### src/rtl/qam16_symbol_upsampler_if.sv
// Bus bundle for the 16-QAM symbol upsampler.
// Serial bit input handshake, sample pacing and I/Q impulse outputs.
interface qam16_symbol_upsampler_if #(
    parameter int BIT_OUT = 14
) ();
    logic                      BIT_IN;
    logic                      BIT_VALID;
    logic                      BIT_READY;
    logic                      SAMPLE_EN;
    logic signed [BIT_OUT-1:0] I_OUT;
    logic signed [BIT_OUT-1:0] Q_OUT;
    logic                      SYM_STROBE;
    logic                      UNDERFLOW;

    modport master (
        output BIT_IN,
        output BIT_VALID,
        output SAMPLE_EN,
        input  BIT_READY,
        input  I_OUT,
        input  Q_OUT,
        input  SYM_STROBE,
        input  UNDERFLOW
    );

    modport slave (
        input  BIT_IN,
        input  BIT_VALID,
        input  SAMPLE_EN,
        output BIT_READY,
        output I_OUT,
        output Q_OUT,
        output SYM_STROBE,
        output UNDERFLOW
    );
endinterface

### src/rtl/qam16_symbol_upsampler.sv
// Packs serial bits into 16-QAM symbols, Gray-maps them to I/Q levels
// and zero-stuffs to SPS samples per symbol, paced by SAMPLE_EN.
module qam16_symbol_upsampler #(
    parameter int SPS     = 8,
    parameter int BIT_OUT = 14,
    parameter int AMP     = 2048
) (
    input logic                       CLOCK_50,
    input logic                       RESET,
    qam16_symbol_upsampler_if.slave   bus
);
    localparam int PW = (SPS > 1) ? $clog2(SPS) : 1;
    localparam logic [PW-1:0] PMAX = PW'(SPS - 1);
    localparam logic signed [BIT_OUT-1:0] L1 = BIT_OUT'(AMP);
    localparam logic signed [BIT_OUT-1:0] L3 = BIT_OUT'(3 * AMP);

    typedef enum logic {S_FILL, S_WAIT} state_t;

    state_t                    state;
    logic [3:0]                shreg;
    logic [1:0]                cnt;
    logic [3:0]                hold;
    logic                      hold_full;
    logic                      ready_r;
    logic [PW-1:0]             phase;
    logic signed [BIT_OUT-1:0] i_r;
    logic signed [BIT_OUT-1:0] q_r;
    logic                      sym_r;
    logic                      uf_r;

    logic       xfer;
    logic       consume;
    logic       hold_free;
    logic [3:0] nib;

    function automatic logic signed [BIT_OUT-1:0] lvl(input logic [1:0] b);
        logic signed [BIT_OUT-1:0] v;
        unique case (b)
            2'b00:   v = -L3;
            2'b01:   v = -L1;
            2'b11:   v = L1;
            default: v = L3;
        endcase
        return v;
    endfunction

    // Handshake and hold-register availability for this cycle
    always_comb begin
        xfer      = bus.BIT_VALID && ready_r;
        consume   = bus.SAMPLE_EN && (phase == '0) && hold_full;
        hold_free = !hold_full || consume;
        nib       = {shreg[2:0], bus.BIT_IN};
    end

    // Bit assembler FSM; a consumed hold may be refilled in the same cycle
    always_ff @(posedge CLOCK_50) begin
        if (RESET) begin
            state     <= S_FILL;
            shreg     <= '0;
            cnt       <= '0;
            hold      <= '0;
            hold_full <= 1'b0;
            ready_r   <= 1'b0;
        end else begin
            if (consume) hold_full <= 1'b0;
            unique case (state)
                S_FILL: begin
                    ready_r <= 1'b1;
                    if (xfer) begin
                        shreg <= nib;
                        cnt   <= cnt + 2'd1;
                        if (cnt == 2'd3) begin
                            if (hold_free) begin
                                hold      <= nib;
                                hold_full <= 1'b1;
                            end else begin
                                state   <= S_WAIT;
                                ready_r <= 1'b0;
                            end
                        end
                    end
                end
                S_WAIT: begin
                    ready_r <= 1'b0;
                    if (hold_free) begin
                        hold      <= shreg;
                        hold_full <= 1'b1;
                        state     <= S_FILL;
                        ready_r   <= 1'b1;
                    end
                end
            endcase
        end
    end

    // Zero-stuffing upsampler; a missing symbol at phase 0 is lost
    always_ff @(posedge CLOCK_50) begin
        if (RESET) begin
            phase <= '0;
            i_r   <= '0;
            q_r   <= '0;
            sym_r <= 1'b0;
            uf_r  <= 1'b0;
        end else begin
            sym_r <= 1'b0;
            uf_r  <= 1'b0;
            if (bus.SAMPLE_EN) begin
                phase <= (phase == PMAX) ? '0 : phase + 1'b1;
                if (phase == '0 && hold_full) begin
                    i_r   <= lvl(hold[3:2]);
                    q_r   <= lvl(hold[1:0]);
                    sym_r <= 1'b1;
                end else begin
                    i_r  <= '0;
                    q_r  <= '0;
                    uf_r <= (phase == '0);
                end
            end
        end
    end

    assign bus.BIT_READY  = ready_r;
    assign bus.I_OUT      = i_r;
    assign bus.Q_OUT      = q_r;
    assign bus.SYM_STROBE = sym_r;
    assign bus.UNDERFLOW  = uf_r;
endmodule

### src/flat_wrapper.sv
// flat-port wrapper written by rule: the top's interface ports become plain ports
module qam16_symbol_upsampler_flat 
#(
    parameter int SPS     = 8,
    parameter int BIT_OUT = 14,
    parameter int AMP     = 2048
)
  (CLOCK_50, RESET, bus_BIT_IN, bus_BIT_VALID, bus_SAMPLE_EN, bus_BIT_READY, bus_I_OUT, bus_Q_OUT, bus_SYM_STROBE, bus_UNDERFLOW);
  qam16_symbol_upsampler_if #(.BIT_OUT(BIT_OUT)) bus_i ();
  input logic CLOCK_50;
  input logic RESET;
  input wire logic [$bits(bus_i.BIT_IN)-1:0] bus_BIT_IN;
  input wire logic [$bits(bus_i.BIT_VALID)-1:0] bus_BIT_VALID;
  input wire logic [$bits(bus_i.SAMPLE_EN)-1:0] bus_SAMPLE_EN;
  output wire logic [$bits(bus_i.BIT_READY)-1:0] bus_BIT_READY;
  output wire logic [$bits(bus_i.I_OUT)-1:0] bus_I_OUT;
  output wire logic [$bits(bus_i.Q_OUT)-1:0] bus_Q_OUT;
  output wire logic [$bits(bus_i.SYM_STROBE)-1:0] bus_SYM_STROBE;
  output wire logic [$bits(bus_i.UNDERFLOW)-1:0] bus_UNDERFLOW;
  assign bus_i.BIT_IN = bus_BIT_IN;
  assign bus_i.BIT_VALID = bus_BIT_VALID;
  assign bus_i.SAMPLE_EN = bus_SAMPLE_EN;
  assign bus_BIT_READY = bus_i.BIT_READY;
  assign bus_I_OUT = bus_i.I_OUT;
  assign bus_Q_OUT = bus_i.Q_OUT;
  assign bus_SYM_STROBE = bus_i.SYM_STROBE;
  assign bus_UNDERFLOW = bus_i.UNDERFLOW;
  qam16_symbol_upsampler #(.SPS(SPS), .BIT_OUT(BIT_OUT), .AMP(AMP)) u_core (.CLOCK_50(CLOCK_50), .RESET(RESET), .bus(bus_i));
endmodule
### config.mk
export PLATFORM = sky130hd
export DESIGN_NAME = qam16_symbol_upsampler_flat
export DESIGN_NICKNAME = d
export VERILOG_FILES = /design/src/rtl/qam16_symbol_upsampler_if.sv /design/src/rtl/qam16_symbol_upsampler.sv /design/src/flat_wrapper.sv
export SDC_FILE = /design/constraint.sdc
export NUM_CORES = 1
export LEC_CHECK = 0
export ABC_AREA = 1
export BUFFER_PORTS_ARGS = -buffer_cell sky130_fd_sc_hd__buf_2
export CAP_MARGIN = 20
export CORE_ASPECT_RATIO = 1.2
export CORE_MARGIN = 2
export CORE_UTILIZATION = 53
export CTS_BUF_LIST = sky130_fd_sc_hd__clkbuf_8
export CTS_CLUSTER_DIAMETER = 80
export DETAILED_ROUTE_END_ITERATION = 12
export PLACE_DENSITY = 0.84
export SLEW_MARGIN = 10
export SYNTH_ARGS = -nofsm -noshare
export SYNTH_HDL_FRONTEND = slang
export SYNTH_SLANG_ARGS = --single-unit
### constraint.sdc
create_clock -name CLOCK_50 -period 1.6 [get_ports CLOCK_50]
set_input_delay 0.24 -clock CLOCK_50 [delete_from_list [all_inputs] [get_ports CLOCK_50]]
set_output_delay 0.24 -clock CLOCK_50 [all_outputs]
set_load 0.01 [all_outputs]
==> impl_metrics.toml <==
[critical_path]
critPathMaxStageDelay_ps = 390
startpoint_type = "register"
path_max_fanout = 10
timing.rr.end = "u_core.hold[0]"
slowest_stage = "dfxtp_1"
worst-r2r-setup-slack_ps = 340
r2r_start = "u_core.phase[0]"
cp.arrival_ps = 1410
worstSetupPathType = "reg2reg"
cp.required_ps = 1760
setup.worst_path.start = "u_core.phase[0]"
critPathCaptureType = "register"
reg2reg_depth = 6
cp_cell_sequence = "inv_1, ha_1, nand3_4, nand2_4, a21oi_1, nor2_1"

[die]
dieWidth_um = 48.56
core.rowCount = 19
core_um2 = 2282
ios = 36
die-area_um2 = 2790
die_h_um = 57.47
start_util = 0.5532

[timing]
slew_viol_final = 0
clock_skew_ps = 2.435
period_minus_slack_ps = 1259
setup_viol = 0
rsz0062_at_grt = "false"
finalCritPeriodShare = 0.7866
max_freq_mhz = 794.5
tns_ps = 0
hold_viol = 0

[final_layout]
nFillCells = 213
drive_gt1_frac = 0.1329
diodes = 0
nets = 189
final_area_um2 = 1294
area_growth_syn_to_layout_pct = 2.478

[synthesis]
ys_seq_area_frac = 0.3647
ys_types = 22
synth.mux.area_fraction = 0
synth_area_leaders = "dfxtp_1, buf_4, ha_1"
async_flop_share = 0
ys_top_cells_by_count = "buf_4, dfxtp_1, inv_1"
synth_top_family_by_area = "buffers and inverters"
yosys.area_share.simple = 0.2012
synth_cells = 161
synthesis.area_um2 = 1262
synth_ff_type = "dfxtp_1"
synth_top_area_share = 0.3647
synthXorXnorAreaFrac = 0
synth_compound_area_frac = 0.1080
synth-seq-cells = 23
synth_fa_ha_area_frac = 0.09911
synth-edff-count = 0
syn_avg_cell_area_um2 = 7.841
synth_top_area_cell = "dfxtp_1"
yosys.cell_count.top_type = "buf_4"
yosysWarningCount = 0

[power_and_ir_drop]
powerDensity_nw_per_um2 = 826.7
finalPower_uw = 1069
ir_drop_uv = 473.5
p_leak_uw = 0.0006477

[route]
drt_iter0_markers = 15
finalWirelength_um = 1981
drc_errors = 0
wire_per_inst_um = 9.711
antenna_left = 0
firstDrtPassIters = 4
via_per_inst = 4.691
dr_total_vias = 957

[clocking]
htree_num_levels = 1
numCtsBuffers = 3
cts_setup_buffers = 0
postCtsResizedCells = 0
cts.path.max_buffers = 2
cts_hold_buf = 0
cts_root_buf = "clkbuf_8"
cts.sinks = 23
clk_pin_slew_ps = 80
insertion_delay_ps = 260
cts_tree = "yes"

[global_routing]
grt_max_degree = 15
grt_pass1_wl_um = 3325
grt_pass1_vias = 840
grt_overflow = 0
antenna_found_initial = 0
track_usage = 0.1512

[placement]
dp_hpwl_um = 1551
io_buffers = 13
place_congestion = 0.7470
placed_area_um2 = 1249

[run_status]
status = "complete, no violations"

[hold_path]
hold_path_depth = 2
worstHoldEndpoint = "u_core.bus.Q_OUT[12]"
min_path_type = "in2reg"
hp-start = "RESET"

[job]
maxCapViolCount = 0
logic make-up (layout without fill, tap and decap cells):
| kind of cell | after synthesis | after routing |
|---|---|---|
| AOI/OAI and AO/OA | 26 | 26 |
| DFF | 23 | 23 |
| other | 1 | 22 |
| buffers and inverters | 49 | 40 |
| and+or+nand+nor | 52 | 52 |
| adders and majority gates | 10 | 10 |
power by group:
| group | total (uW) | switching [uW] | internal [uW] |
|---|---|---|---|
| sequential | 606 | 13.8 | 592 |
| clock | 346 | 175 | 171 |
| combinational | 118 | 83.4 | 34.8 |
sequential cells by signal (all words and copies together) (netlist names):
register	cells
u_core.bus.I_OUT	2
u_core.phase	3
u_core.bus.Q_OUT	3
u_core.bus.SYM_STROBE	1
u_core.shreg	4
u_core.hold	4
u_core.bus.BIT_READY	1
u_core.bus.UNDERFLOW	1
u_core.cnt	2
u_core.hold_full	1
u_core.state	1
per-stage QoR:
step	utilization	setup slack [ps]	instances	hold slack [ps]
floorplan	-	492.6	182	340.1
global placement	0.5471	458.7	200	446.5
detailed placement	0.5471	372.5	200	459.9
CTS	0.5669	335.1	204	267.5
global route	0.5669	272.4	204	276.3
finish	0.5669	341.4	204	272.9
critical path: cells and delay by family, from the launching register on:
family          cells  cell delay, ps
simple gates        3             300
compound gates      1             160
buf+inv             1              60
fa+ha+maj           1             240
flops               1             390
cells in the final DEF (no fill, tap or decap):
cell	netlist	final
inv_1	21	22
nand3_1	9	9
clkbuf_8	0	3
nor2_4	1	1
o21ai_0	6	6
o21bai_1	1	1
nand3_4	2	2
o21ai_1	2	2
nand2_2	1	1
nand2_1	17	17
nor3_1	2	2
ha_1	10	10
a211oi_1	1	1
a21oi_1	15	15
inv_2	2	2
nor2_1	19	19
dfxtp_1	23	23
conb_1	1	22
a31oi_1	1	1
nand2_4	1	1
buf_2	1	13
worst max-delay path by stage:
stage,slack [ps],to
3_5_place_dp,370,u_core.hold[3]
2_1_floorplan,490,u_core.hold[0]
6_report,340,u_core.hold[0]
3_3_place_gp,460,u_core.hold[2]
4_1_cts,340,u_core.hold[0]
5_1_grt,270,u_core.hold[0]
final cells by class:
cell class / count / area [um^2] / area share
Clock buffer: 3 / 41.29 / 0.03191
Clock inverter: 1 / 3.754 / 0.002901
Inverter: 23 / 86.33 / 0.06673
Multi-Input combinational cell: 110 / 598.1 / 0.4623
Sequential cell: 23 / 460.4 / 0.3559
Tap cell: 31 / 38.79 / 0.02998
Timing Repair Buffer: 13 / 65.06 / 0.05029
layer usage:
layer	GRT usage	up-vias	wire length (um)
li1	-	481	-
met1	0.1598	450	827
met2	0.2976	24	1073
met3	0.01571	2	65
met4	0.07347	0	15
met5	0	-	0
Power figures use the tool's default switching activity.
